==> src/rtl/pc_ir_unit.sv <==
// Program counter and instruction register for a multicycle 16-bit datapath.
// Handles fetch, decode-time branch-target capture, conditional branches and jumps.
module pc_ir_unit #(
    parameter logic [15:0] RESET_PC = 16'h0000
) (
    input  logic        clk,
    input  logic        rst,
    input  logic        PCWrite,
    input  logic        IRWrite,
    input  logic        PCBEqCond,
    input  logic        PCBNqCond,
    input  logic [1:0]  PCSrc,
    input  logic [15:0] alu_result,
    input  logic        alu_zero,
    input  logic [15:0] imem_rdata,
    output logic [15:0] pc,
    output logic [15:0] pc_cur,
    output logic [15:0] ir,
    output logic [3:0]  opcode,
    output logic [3:0]  func_field,
    output logic        br_taken,
    output logic        br_err,
    output logic [15:0] retired
);

    logic [15:0] r_pc;
    logic [15:0] r_pcCur;
    logic [15:0] r_ir;
    logic [15:0] r_brTarget;
    logic [15:0] r_retired;
    logic        r_decode;
    logic        r_brTaken;
    logic        r_brErr;

    logic        w_illegal;
    logic        w_cond;
    logic        w_pcWriteEn;
    logic [15:0] w_jumpTarget;
    logic [15:0] w_branchCalc;
    logic [15:0] w_pcNext;

    assign w_illegal    = PCBEqCond & PCBNqCond;
    assign w_cond       = (PCBEqCond & ~PCBNqCond & alu_zero) |
                          (PCBNqCond & ~PCBEqCond & ~alu_zero);
    assign w_pcWriteEn  = PCWrite | w_cond;
    assign w_jumpTarget = {r_pcCur[15:12], r_ir[11:0]};
    assign w_branchCalc = r_pc + {{8{r_ir[7]}}, r_ir[7:0]};

    // An explicit PCWrite always outranks a conditional branch.
    always_comb begin
        w_pcNext = r_pc;
        if (PCWrite) begin
            case (PCSrc)
                2'b00:   w_pcNext = alu_result;
                2'b01:   w_pcNext = w_jumpTarget;
                2'b10:   w_pcNext = r_brTarget;
                default: w_pcNext = r_pc;
            endcase
        end else if (w_cond) begin
            w_pcNext = r_brTarget;
        end
    end

    // IR captures the word at the pre-update pc, so fetch and pc update can share an edge.
    always_ff @(posedge clk) begin
        if (rst) begin
            r_pc       <= RESET_PC;
            r_pcCur    <= 16'h0000;
            r_ir       <= 16'h0000;
            r_brTarget <= 16'h0000;
            r_retired  <= 16'h0000;
            r_decode   <= 1'b0;
            r_brTaken  <= 1'b0;
            r_brErr    <= 1'b0;
        end else begin
            if (w_pcWriteEn) begin
                r_pc <= w_pcNext;
            end
            if (IRWrite) begin
                r_ir      <= imem_rdata;
                r_pcCur   <= r_pc;
                r_retired <= r_retired + 16'h0001;
            end
            if (r_decode) begin
                r_brTarget <= w_branchCalc;
            end
            r_decode  <= IRWrite;
            r_brTaken <= w_cond & ~PCWrite;
            if (w_illegal) begin
                r_brErr <= 1'b1;
            end
        end
    end

    assign pc         = r_pc;
    assign pc_cur     = r_pcCur;
    assign ir         = r_ir;
    assign opcode     = r_ir[15:12];
    assign func_field = r_ir[3:0];
    assign br_taken   = r_brTaken;
    assign br_err     = r_brErr;
    assign retired    = r_retired;

endmodule

==> config.mk <==
export PLATFORM = sky130hd
export DESIGN_NAME = pc_ir_unit
export DESIGN_NICKNAME = d
export VERILOG_FILES = /design/src/rtl/pc_ir_unit.sv
export SDC_FILE = /design/constraint.sdc
export NUM_CORES = 1
export LEC_CHECK = 0
export BUFFER_PORTS_ARGS = -buffer_cell sky130_fd_sc_hd__buf_2
export CAP_MARGIN = 20
export CELL_PAD_IN_SITES_DETAIL_PLACEMENT = 1
export CELL_PAD_IN_SITES_GLOBAL_PLACEMENT = 1
export CORE_MARGIN = 2
export CORE_UTILIZATION = 41
export DETAILED_ROUTE_END_ITERATION = 10
export GPL_ROUTABILITY_DRIVEN = 0
export PLACE_DENSITY = 0.89
export SLEW_MARGIN = 20
export SYNTH_ARGS = -nofsm -noshare
export SYNTH_HDL_FRONTEND = slang
export SYNTH_SLANG_ARGS = --single-unit
export TNS_END_PERCENT = 10
==> constraint.sdc <==
create_clock -name clk -period 4.1 [get_ports clk]
set_input_delay 0.205 -clock clk [delete_from_list [all_inputs] [get_ports clk]]
set_output_delay 0.205 -clock clk [all_outputs]
set_load 0.01 [all_outputs]
==> impl_results.md, run 1 <==
* Starting Density at 0.424
* RSZ-0062 raised after global routing: false
* # setup viols final at 0
* Busiest grt layer: met2
* P&R area growth vs syn at 18.9%
* CTS tree: built
* Share of cells above drive strength 1 at 0.241
* Clk network pwr share at 0.308
* Critical R2R Launch: ir[7]$_SDFFE_PP0P_
* Outcome: finished clean
* CP Class: reg2reg
* Seq/Total Area, Yosys at 0.401
* Layout Nets at 636
* Mapped Nets at around 540
* Hold crit path type: in2reg
* Fill cells at approximately 1200
* Die Width at 105 um
* Drc violations at 0
* Critical Path Fanout Max at 12
* Yosys warns at 0
* Number of primary I/O pins at 115
* DRT antenna net count at 0
* Setup Skew at 0.0117 ns
* Initial DRC count at 160
* PwrDens at 366 mW/mm^2
* R2R Setup Slk at 1.82 ns
* Hpwl dp at 8840 um
* GR Util met2 at 0.419
* Cts hold-fix bufs at 0
* Post-Place Worst Slack at 1.65 ns
* Postcts setup bufs at 0
* Flop pwr share at 0.501
* CTS Sinks at just over 80
* Buffer depth of the longest clock path at 2
* Final worst path period share at 0.556
* DP Area at around 0.0047 sq mm
* Pin count of the biggest net entering global routing at 38
* Max-cap violation count at 0
* Min setup slack post-route at 1.82 ns
* Total wire length at around 12000 um
* Commonest non-fill, non-tap cell in the layout: buf_2
* Hold Path End: ir[7]$_SDFFE_PP0P_
* Sw Share at 0.315
* Synth Register Bits at 83
* Hold path cells at 3
* Worst setup EP type: flop
* Endpoints failing hold at 0
* Synthesized cell area at 0.00414 sq mm
* Clock transition at path regs at 0.09 ns
* Pleak at 2.32 nW
* EDFF count, synth at 0
* Commonest non-fill, non-tap cells in the layout: 114 x buf_2, 83 x dfxtp_1, 62 x nor2_1
* Initial antenna violation count at 0
* Core Box Area at 0.00977 sq mm
* TNS Setup at 0 ns
* Worst vdd ir at 0.000178 V
* Die Y at around 100 um
* Vias in the first global route at between 4000 and 5000
* Synth async-reset ratio at 0
* Max_slew headroom at 0.289
* Crit start category: flop
* All-layer global routing usage at 0.227
* Net load switching power at 0.000569 W
* Combinational share of power at 0.191
* Period minus WS final at approximately 2.3 ns
* Final Power at 0.00181 W
* Syn avg cell area at between 8 and 9 sq um
* Primary FF master, synth: dfxtp_1
* Root Driver: clkbuf_8
* Met3 usage at 0.0374
* Highest clock rate at 438 MHz
* Path depth of the worst reg2reg path at 7
* Final Cell Area at just under 0.005 sq mm
* Multi-input gate area at 0.00223 sq mm
* Worst skew pair latency at 0.36 ns
* Num CTS Buffers at 9
* Row count at 36
* HP Start: imem_rdata[7]
* Register area at 0.00166 sq mm
* Required time of the critical path at around 4.4 ns
* Gate count of the mapped netlist at around 480
* R2R Path End: r_brTarget[14]$_SDFFE_PP0P_
* Arrival @ worst endpoint at 2.57 ns
* GR Layer Usage met1 at 0.269
* Measured slew at the worst slew-check pin at 1.07 ns
* CTS resizes at 0
* Final Non-Filler Cells at 713
* DIE AREA at ~0.011 sq mm
* Grt total ovfl at 0
* Int Pwr at 0.00124 W
* Ant. Diodes at 0
* Global-route wire length before repair at 20100 um
* Vias/cell at 5.37
* Netlist cell types at 41
* Pins over their slew limit at 0
* Pre-antenna DRT Iters at 4
* Cells after DPL at approximately 700
* Wirelength per Cell at 17.1 um
* Number of I/O port buffers at 114
* Htree depth at 3
* Vias post-DR at 3829
-- layout make-up --
type | instances | area share
repair buffers | 117 | 0.120
clock buffers | 10 | 0.0279
flip-flops and latches | 83 | 0.337
well taps | 133 | 0.0338
clock inverters | 6 | 0.00990
inverters | 23 | 0.0175
multi-input cells | 341 | 0.453
-- state kept, by name, indices dropped and copies added (netlist names) --
name,flops
r_brTarget,16
r_decode,1
br_taken,1
br_err,1
pc_cur,16
pc,16
retired,16
ir,16
-- synthesized netlist by cell type, drive strengths merged, types with 2 or more instances --
master,n,share of area
nand4,6,0.0091
nor3b,3,0.0054
o41ai,2,0.0060
a21oi,23,0.030
o21bai,2,0.0036
nand2,31,0.030
a221oi,16,0.034
nand3,18,0.022
o22ai,3,0.0045
xor2,14,0.030
nand2b,3,0.0045
mux2i,39,0.094
nor2b,17,0.026
ha,19,0.057
and3,3,0.0045
a211oi,4,0.0085
xnor2,11,0.023
buf,18,0.025
a31oi,2,0.0030
o21ai,35,0.042
inv,23,0.021
or3,4,0.0060
clkbuf,18,0.016
dfxtp,83,0.40
nor2,62,0.056
nor3,17,0.021
-- worst max-delay path by stage --
stage | start | end
global route | ir[7]$_SDFFE_PP0P_ | r_brTarget[14]$_SDFFE_PP0P_
detailed placement | PCSrc[0] | pc[1]$_SDFFE_PP0P_
global placement | PCSrc[0] | pc[14]$_SDFFE_PP0P_
floorplan | pc[0]$_SDFFE_PP0P_ | r_brTarget[10]$_SDFFE_PP0P_
CTS | ir[7]$_SDFFE_PP0P_ | r_brTarget[14]$_SDFFE_PP0P_
finish | ir[7]$_SDFFE_PP0P_ | r_brTarget[14]$_SDFFE_PP0P_
-- layer usage --
metal  vias up  wire, um
li1       1856         -
met1      1850      5260
met2       109      6140
met3        14       614
met4         0       165
met5         -         0
-- critical path, stage by stage (launching register included) --
cell and delay, ns:
dfxtp_1 0.68, ha_1 0.41, a21oi_1 0.31, o21ai_0 0.15, a31oi_1 0.18, a21oi_1 0.10, xnor2_1 0.13, a211oi_1 0.22
-- power groups by stage --
stage	clock (W)	combinational (W)	sequential, W
finish	0.000556	0.000345	0.000905
global route	0.000609	0.000383	0.000912
CTS	0.000565	0.000345	0.000905
detailed placement	0	0.000341	0.000923
global placement	0	0.000322	0.000919
floorplan	0	0.000222	0.000922
-- cells by family after synthesis --
group,synth area share
xor+xnor,0.0528
buf+inv,0.0625
compound gates,0.143
fa+ha+maj,0.0622
flops,0.401
mux,0.0942
simple gates,0.184
-- through the flow --
stage	hold slack, ns	util
global placement	0.437	0.484
CTS	0.0748	0.503
finish	0.0787	0.504
detailed placement	0.451	0.484
floorplan	0.346	-
global route	0.0805	0.504
Power figures use the tool's default switching activity.
==> run 2, diff against run 1 <==
--- a/config.mk
+++ b/config.mk
@@ -5,15 +5,16 @@
 export SDC_FILE = /design/constraint.sdc
 export NUM_CORES = 1
 export LEC_CHECK = 0
+export ABC_AREA = 1
 export BUFFER_PORTS_ARGS = -buffer_cell sky130_fd_sc_hd__buf_2
 export CAP_MARGIN = 20
 export CELL_PAD_IN_SITES_DETAIL_PLACEMENT = 1
 export CELL_PAD_IN_SITES_GLOBAL_PLACEMENT = 1
 export CORE_MARGIN = 2
-export CORE_UTILIZATION = 41
+export CORE_UTILIZATION = 37
 export DETAILED_ROUTE_END_ITERATION = 10
 export GPL_ROUTABILITY_DRIVEN = 0
-export PLACE_DENSITY = 0.89
+export PLACE_DENSITY = 0.85
 export SLEW_MARGIN = 20
 export SYNTH_ARGS = -nofsm -noshare
 export SYNTH_HDL_FRONTEND = slang
==> constraint.sdc (replaced) <==
create_clock -name clk -period 2.4 [get_ports clk]
set_input_delay 0.12 -clock clk [delete_from_list [all_inputs] [get_ports clk]]
set_output_delay 0.12 -clock clk [all_outputs]
set_load 0.01 [all_outputs]
==> impl_results.md, run 2 <==
* Outcome: finished clean
* Commonest non-fill, non-tap cells in the layout: 118 x nand2_1, 114 x buf_2, 113 x inv_1
* CTS tree: built
* Register area at 0.00166 sq mm (unchanged)
* Pre-antenna DRT Iters at 4 (unchanged)
* Die Y at 115 um (+9.7%)
* Cells after DPL at 913 (+31%)
* Root Driver: clkbuf_16
* Required time of the critical path at 2.65 ns (-1.73 ns)
* TNS Setup at 0 ns (unchanged)
* Htree depth at 3 (unchanged)
* # setup viols final at 0 (unchanged)
* Synth Register Bits at 83 (unchanged)
* Commonest non-fill, non-tap cell in the layout: nand2_1
* Crit start category: flop
* Fill cells at 1609 (+31%)
* Critical Path Fanout Max at 11 (-1)
* Measured slew at the worst slew-check pin at 0.614 ns (-0.452 ns)
* Number of I/O port buffers at 114 (unchanged)
* Post-synth top area cell: dfxtp_1
* Grt total ovfl at 0 (unchanged)
* Initial antenna violation count at 0 (unchanged)
* EDFF count, synth at 0 (unchanged)
* Vias/cell at 5.06 (-5.7%)
* Buffer depth of the longest clock path at 2 (unchanged)
* Final worst path period share at 0.824 (+0.267)
* Syn avg cell area at 6.67 sq um (-22%)
* Initial DRC count at 161 (+0.63%)
* P&R area growth vs syn at 21.4%
* Mapped Nets at 740 (+36%)
* Max-cap violation count at 0 (unchanged)
* CTS Sinks at 83 (unchanged)
* Vias post-DR at 4719 (+23%)
* Worst vdd ir at 0.000362 V (+100%)
* RSZ-0062 raised after global routing: false
* DRT antenna net count at 0 (unchanged)
* Synth top area share at 0.367 (-0.0342)
* Number of primary I/O pins at 115 (unchanged)
* Layout Utilization at 0.460 (-0.0443)
* Path depth of the worst reg2reg path at 11 (+4)
* Primary FF master, synth: dfxtp_1
* Hpwl dp at 11000 um (+24%)
* Hold path cells at 3 (unchanged)
* Num CTS Buffers at 9 (unchanged)
* Highest clock rate at 506 MHz (+15%)
* Wirelength per Cell at 16.1 um (-5.8%)
* Drc violations at 0 (unchanged)
* Seq/Total Area, Yosys at 0.367 (-0.0342)
* Area contributors post-synth: dfxtp_1 37%, nand2_1 9.8%, inv_1 9.4%
* CTS resizes at 0 (unchanged)
* Crit path buf inv count at 2 (+2)
* Multi-input gate area at 0.00223 sq mm (-0.17%)
* Crit-path most repeated cell: nand2_1
* Final Power at 0.00371 W (+110%)
* Count leader, synth: nand2_1
* Postcts setup bufs at 0 (unchanged)
* Worst setup EP type: flop
* Pleak at 2.89 nW (+24%)
* PwrDens at 674 mW/mm^2 (+84%)
* Core Box Area at 0.0120 sq mm (+22%)
* CP max stage delay at 0.62 ns (-0.06 ns)
* Setup Skew at 0.00443 ns (-0.00729 ns)
* Layout Nets at 841 (+32%)
* Pins over their slew limit at 0 (unchanged)
* CP Class: reg2reg
* Slowest stage cell, crit path: dfxtp_1
* CP top delay family: flip-flops
* Max_slew headroom at 0.591 (+0.302)
* Arrival @ worst endpoint at 2.23 ns (-0.34 ns)
* Worst skew pair latency at 0.35 ns (about the same)
* Endpoints failing hold at 0 (unchanged)
* Worst-case hold slack at 0.0130 ns (-0.0657 ns)
* Clock transition at path regs at 0.06 ns (-0.03 ns)
* Vias in the first global route at 4993 (+23%)
* All-layer global routing usage at 0.236 (+0.00906)
* Hold crit path type: in2reg
* Commonest cells in the netlist: 118 x nand2_1, 113 x inv_1, 97 x nor2_1
* Total wire length at 15000 um (+23%)
* Row count at 40 (+11%)
* Gate count of the mapped netlist at 679 (+41%)
* Share of cells above drive strength 1 at 0.197 (-0.0439)
* DIE AREA at 0.0131 sq mm (+20%)
* Period minus WS final at 1.98 ns (-0.304 ns)
* Final Non-Filler Cells at 932 (+31%)
* Pin count of the biggest net entering global routing at 49 (+29%)
* Starting Density at 0.379 (-0.0452)
* CP cell instances: ha_1, nand2_1, inv_1, nand2_1, nand2_1, a21oi_1, nand2_1, nand2_1, nand3_1, nand2_1, inv_1
* Synthesized cell area at 0.00453 sq mm (+9.3%)
* Yosys warns at 0 (unchanged)
* Die Width at 115 um (+9.7%)
* Ant. Diodes at 0 (unchanged)
* Synth async-reset ratio at 0 (unchanged)
* Global-route wire length before repair at 24100 um (+20%)
* Cell count along the critical path at 11 (+4)
* Netlist cell types at 35 (-15%)
==> run 2: per-layer routing <==
layer | vias to the layer above | track usage | part of all wire
li1 | 2337 | - | -
met1 | 2237 | 0.271 | 0.42
met2 | 114 | 0.425 | 0.51
met3 | 31 | 0.0386 | 0.041
met4 | 0 | 0.107 | 0.028
met5 | - | 0 | 0
==> run 2: path summary, 6_finish.rpt <==
kind,startpoint,end,slack [ns]
hold / removal,imem_rdata[15],ir[15]$_SDFFE_PP0P_,0.01
setup / recovery,ir[7]$_SDFFE_PP0P_,r_brTarget[13]$_SDFFE_PP0P_,0.42
setup reg to reg,ir[7]$_SDFFE_PP0P_,r_brTarget[13]$_SDFFE_PP0P_,0.42
hold reg to reg,r_brTarget[0]$_SDFFE_PP0P_,r_brTarget[0]$_SDFFE_PP0P_,0.47
==> run 2: worst register-to-register path, delay by kind of cell, from the launching register on <==
family	cells	cell delay [ns]
DFF	1	0.62
buffers and inverters	2	0.11
adders and majority gates	1	0.42
and+or+nand+nor	7	0.58
AOI/OAI and AO/OA	1	0.17
==> run 2: stage by stage <==
stage | setup slack (ns) | area (sq um)
after floorplan | 0.686 | 4530
after global placement | 0.562 | 5170
after global routing | 0.186 | 5500
final | 0.423 | 5500
after detailed placement | 0.397 | 5170
after CTS | 0.375 | 5500
==> run 2: power breakdown <==
group	leakage, nW	total, W	switching (W)	internal (W)
combinational	2.05	0.000711	0.000449	0.000262
clock	0.153	0.00144	0.000578	0.000861
sequential	0.684	0.00156	0.0000860	0.00147
total	2.89	0.00371	0.00111	0.00259
==> run 2: repair_timing <==
item | in CTS | in global routing
endpoints found under the setup margin | 0 | 0
hold buffers | 3 | 0
endpoints found under the hold margin | 3 | 0
==> run 2: logic make-up after synthesis <==
group,count (synthesis),share of synthesized area
buffers and inverters,155,0.141
adders and majority gates,20,0.0569
xor gates and xnor gates,6,0.0116
DFF,83,0.367
and+or+nand+nor,271,0.257
AOI/OAI and AO/OA,144,0.167
==> run 2: area by class of cell <==
class                   instances  area share
flip-flops and latches         83       0.302
well taps                     147      0.0334
inverters                     121      0.0826
multi-input cells             441       0.406
clock inverters                 4     0.00887
clock buffers                  12      0.0466
repair buffers                124       0.121
==> run 3, diff against run 2 <==
==> constraint.sdc (replaced) <==
create_clock -name clk -period 1.85 [get_ports clk]
set_input_delay 0.0925 -clock clk [delete_from_list [all_inputs] [get_ports clk]]
set_output_delay 0.0925 -clock clk [all_outputs]
set_load 0.01 [all_outputs]
==> impl_results.md, run 3 (synthesized netlist as in run 2, its figures left out) <==
* Number of primary I/O pins at 115 (unchanged)
* Measured slew at the worst slew-check pin at 0.548 ns (-0.0653 ns)
* Drc violations at 0 (unchanged)
* Root Driver: clkbuf_16
* Max_slew headroom at 0.632 (+0.0412)
* Worst vdd ir at 0.000433 V (+20%)
* Global-route wire length before repair at 23900 um (-0.77%)
* Total wire length at 14800 um (-1.5%)
* Max-cap violation count at 0 (unchanged)
* Int Pwr at 0.00366 W (+41%)
* Grt total ovfl at 0 (unchanged)
* Die Y at 115 um (unchanged)
* Combinational share of power at 0.196 (+0.004)
* Highest clock rate at 571 MHz (+13%)
* Core Box Area at 0.0120 sq mm (unchanged)
* Vias in the first global route at 4991 (-0.040%)
* Layout Utilization at 0.480 (+0.0205)
* Buffer depth of the longest clock path at 2 (unchanged)
* DIE AREA at 0.0131 sq mm (unchanged)
* Setup Skew at 0.00754 ns (+0.00311 ns)
* Share of cells above drive strength 1 at 0.231 (+0.0334)
* Cells after DPL at 925 (+1.3%)
* Wirelength per Cell at 15.7 um (-2.7%)
* Die Width at 115 um (unchanged)
* Pleak at 2.96 nW (+2.5%)
* P&R area growth vs syn at 26.8%
* Flop pwr share at 0.392 (-0.028)
* Sw Share at 0.284 (-0.0161)
* Clk network pwr share at 0.411 (+0.023)
* Crit start category: flop
* Final worst path period share at 0.947 (+0.124)
* Commonest non-fill, non-tap cell in the layout: nand2_1
* Vias/cell at 5.02 (-0.85%)
* Period minus WS final at 1.75 ns (-0.224 ns)
* Starting Density at 0.379 (unchanged)
* Outcome: finished clean
* Initial antenna violation count at 0 (unchanged)
* Required time of the critical path at 2.10 ns (-0.55 ns)
* Hold crit path type: in2reg
* Layout Nets at 854 (+1.5%)
* Pins over their slew limit at 0 (unchanged)
* Row count at 40 (unchanged)
* CTS Sinks at 83 (unchanged)
* Initial DRC count at 161 (unchanged)
* Arrival @ worst endpoint at 2.00 ns (-0.23 ns)
* Pre-antenna DRT Iters at 4 (unchanged)
* Worst setup EP type: flop
* Number of I/O port buffers at 114 (unchanged)
* Critical Path Fanout Max at 4 (-7)
* Net load switching power at 0.00145 W (+30%)
* Clock transition at path regs at 0.06 ns (about the same)
* Endpoints failing hold at 0 (unchanged)
* Vias post-DR at 4739 (+0.42%)
* All-layer global routing usage at 0.235 (-0.000859)
* Final Non-Filler Cells at 944 (+1.3%)
* Worst skew pair latency at 0.35 ns (about the same)
* Pin count of the biggest net entering global routing at 55 (+12%)
* DRT antenna net count at 0 (unchanged)
* Ant. Diodes at 0 (unchanged)
* CP Class: reg2reg
* CTS tree: built
* Htree depth at 3 (unchanged)
* Hpwl dp at 10900 um (-0.34%)
* PwrDens at 889 mW/mm^2 (+32%)
* Commonest non-fill, non-tap cells in the layout: 115 x nand2_1, 114 x buf_2, 113 x inv_1
* # setup viols final at 0 (unchanged)
* Num CTS Buffers at 9 (unchanged)
## run 3: changes by cell type in the layout (fill, tap and decap cells not counted), sizes merged
cell,delta
buf,+12
clkbuf,-1
bufinv,+2
clkinv,-2
dlygate4sd3,+1
## run 3: cell type report
| type | count | area (sq um) |
|---|---|---|
| clock buffer | 11 | 243 |
| clock inverter | 4 | 98.8 |
| fill | 1615 | 6210 |
| inverter | 121 | 454 |
| multi-input combinational | 441 | 2320 |
| sequential | 83 | 1660 |
| tap | 147 | 184 |
| timing repair buffer | 137 | 782 |
## run 3: power groups by stage
stage          Sequential, W  Combinational, W  Clock [W]
2_1_floorplan        0.00206          0.000561          0
3_3_place_gp         0.00203          0.000925          0
3_5_place_dp         0.00204          0.000965          0
4_1_cts              0.00200          0.000980    0.00215
5_1_grt              0.00202           0.00113    0.00224
6_report             0.00200           0.00100    0.00210
## run 3: path summary, 6_finish.rpt
check	start	end	slack, ns	depth (start not counted)
setup / recovery	ir[0]$_SDFFE_PP0P_	r_brTarget[10]$_SDFFE_PP0P_	0.1	12
hold / removal	imem_rdata[11]	ir[11]$_SDFFE_PP0P_	0.008	3
setup reg to reg	ir[0]$_SDFFE_PP0P_	r_brTarget[10]$_SDFFE_PP0P_	0.1	12
hold reg to reg	r_brTarget[1]$_SDFFE_PP0P_	r_brTarget[1]$_SDFFE_PP0P_	0.46	2
## run 3: through the flow
stage | worst slack, ns | hold slack [ns] | instance area [sq um] | TNS (ns) | total power, W
final | 0.0973 | 0.00807 | 5750 | 0 | 0.00511
after detailed placement | 0.0104 | 0.329 | 5270 | 0 | 0.00300
after global placement | 0.109 | 0.322 | 5270 | 0 | 0.00295
after CTS | 0.0516 | 0.00452 | 5650 | 0 | 0.00512
after global routing | -0.0754 | 0.0121 | 5750 | -0.0809 | 0.00539
after floorplan | 0.136 | 0.227 | 4530 | 0 | 0.00263
## run 3: critical path, stage by stage (launching register included)
cell      delay, ns
dfxtp_2        0.33
ha_2           0.19
fa_2           0.35
nand2_1        0.08
nand2_1        0.06
nand3b_1       0.11
nand2_2        0.09
nand2_1        0.10
nand2_1        0.06
nand2_1        0.07
nand3_1        0.06
nand2_1        0.09
inv_1          0.04
## run 3: per-layer routing
metal,vias to the layer above,routed length (um),GRT usage,share of wire
met1,2262,6090,0.267,0.41
met2,104,7720,0.431,0.52
met3,21,645,0.0498,0.044
met5,-,0,0,0
li1,2352,-,-,-
met4,0,319,0.0829,0.022
## run 3: repair_timing
action | CTS | global route
resized for setup | 1 | 19
endpoints found under the hold margin | 4 | 0
buffers inserted | 0 | 0
cloned | 0 | 0
endpoints found under the setup margin | 1 | 6
pin swaps | 0 | 0
hold buffers | 4 | 0
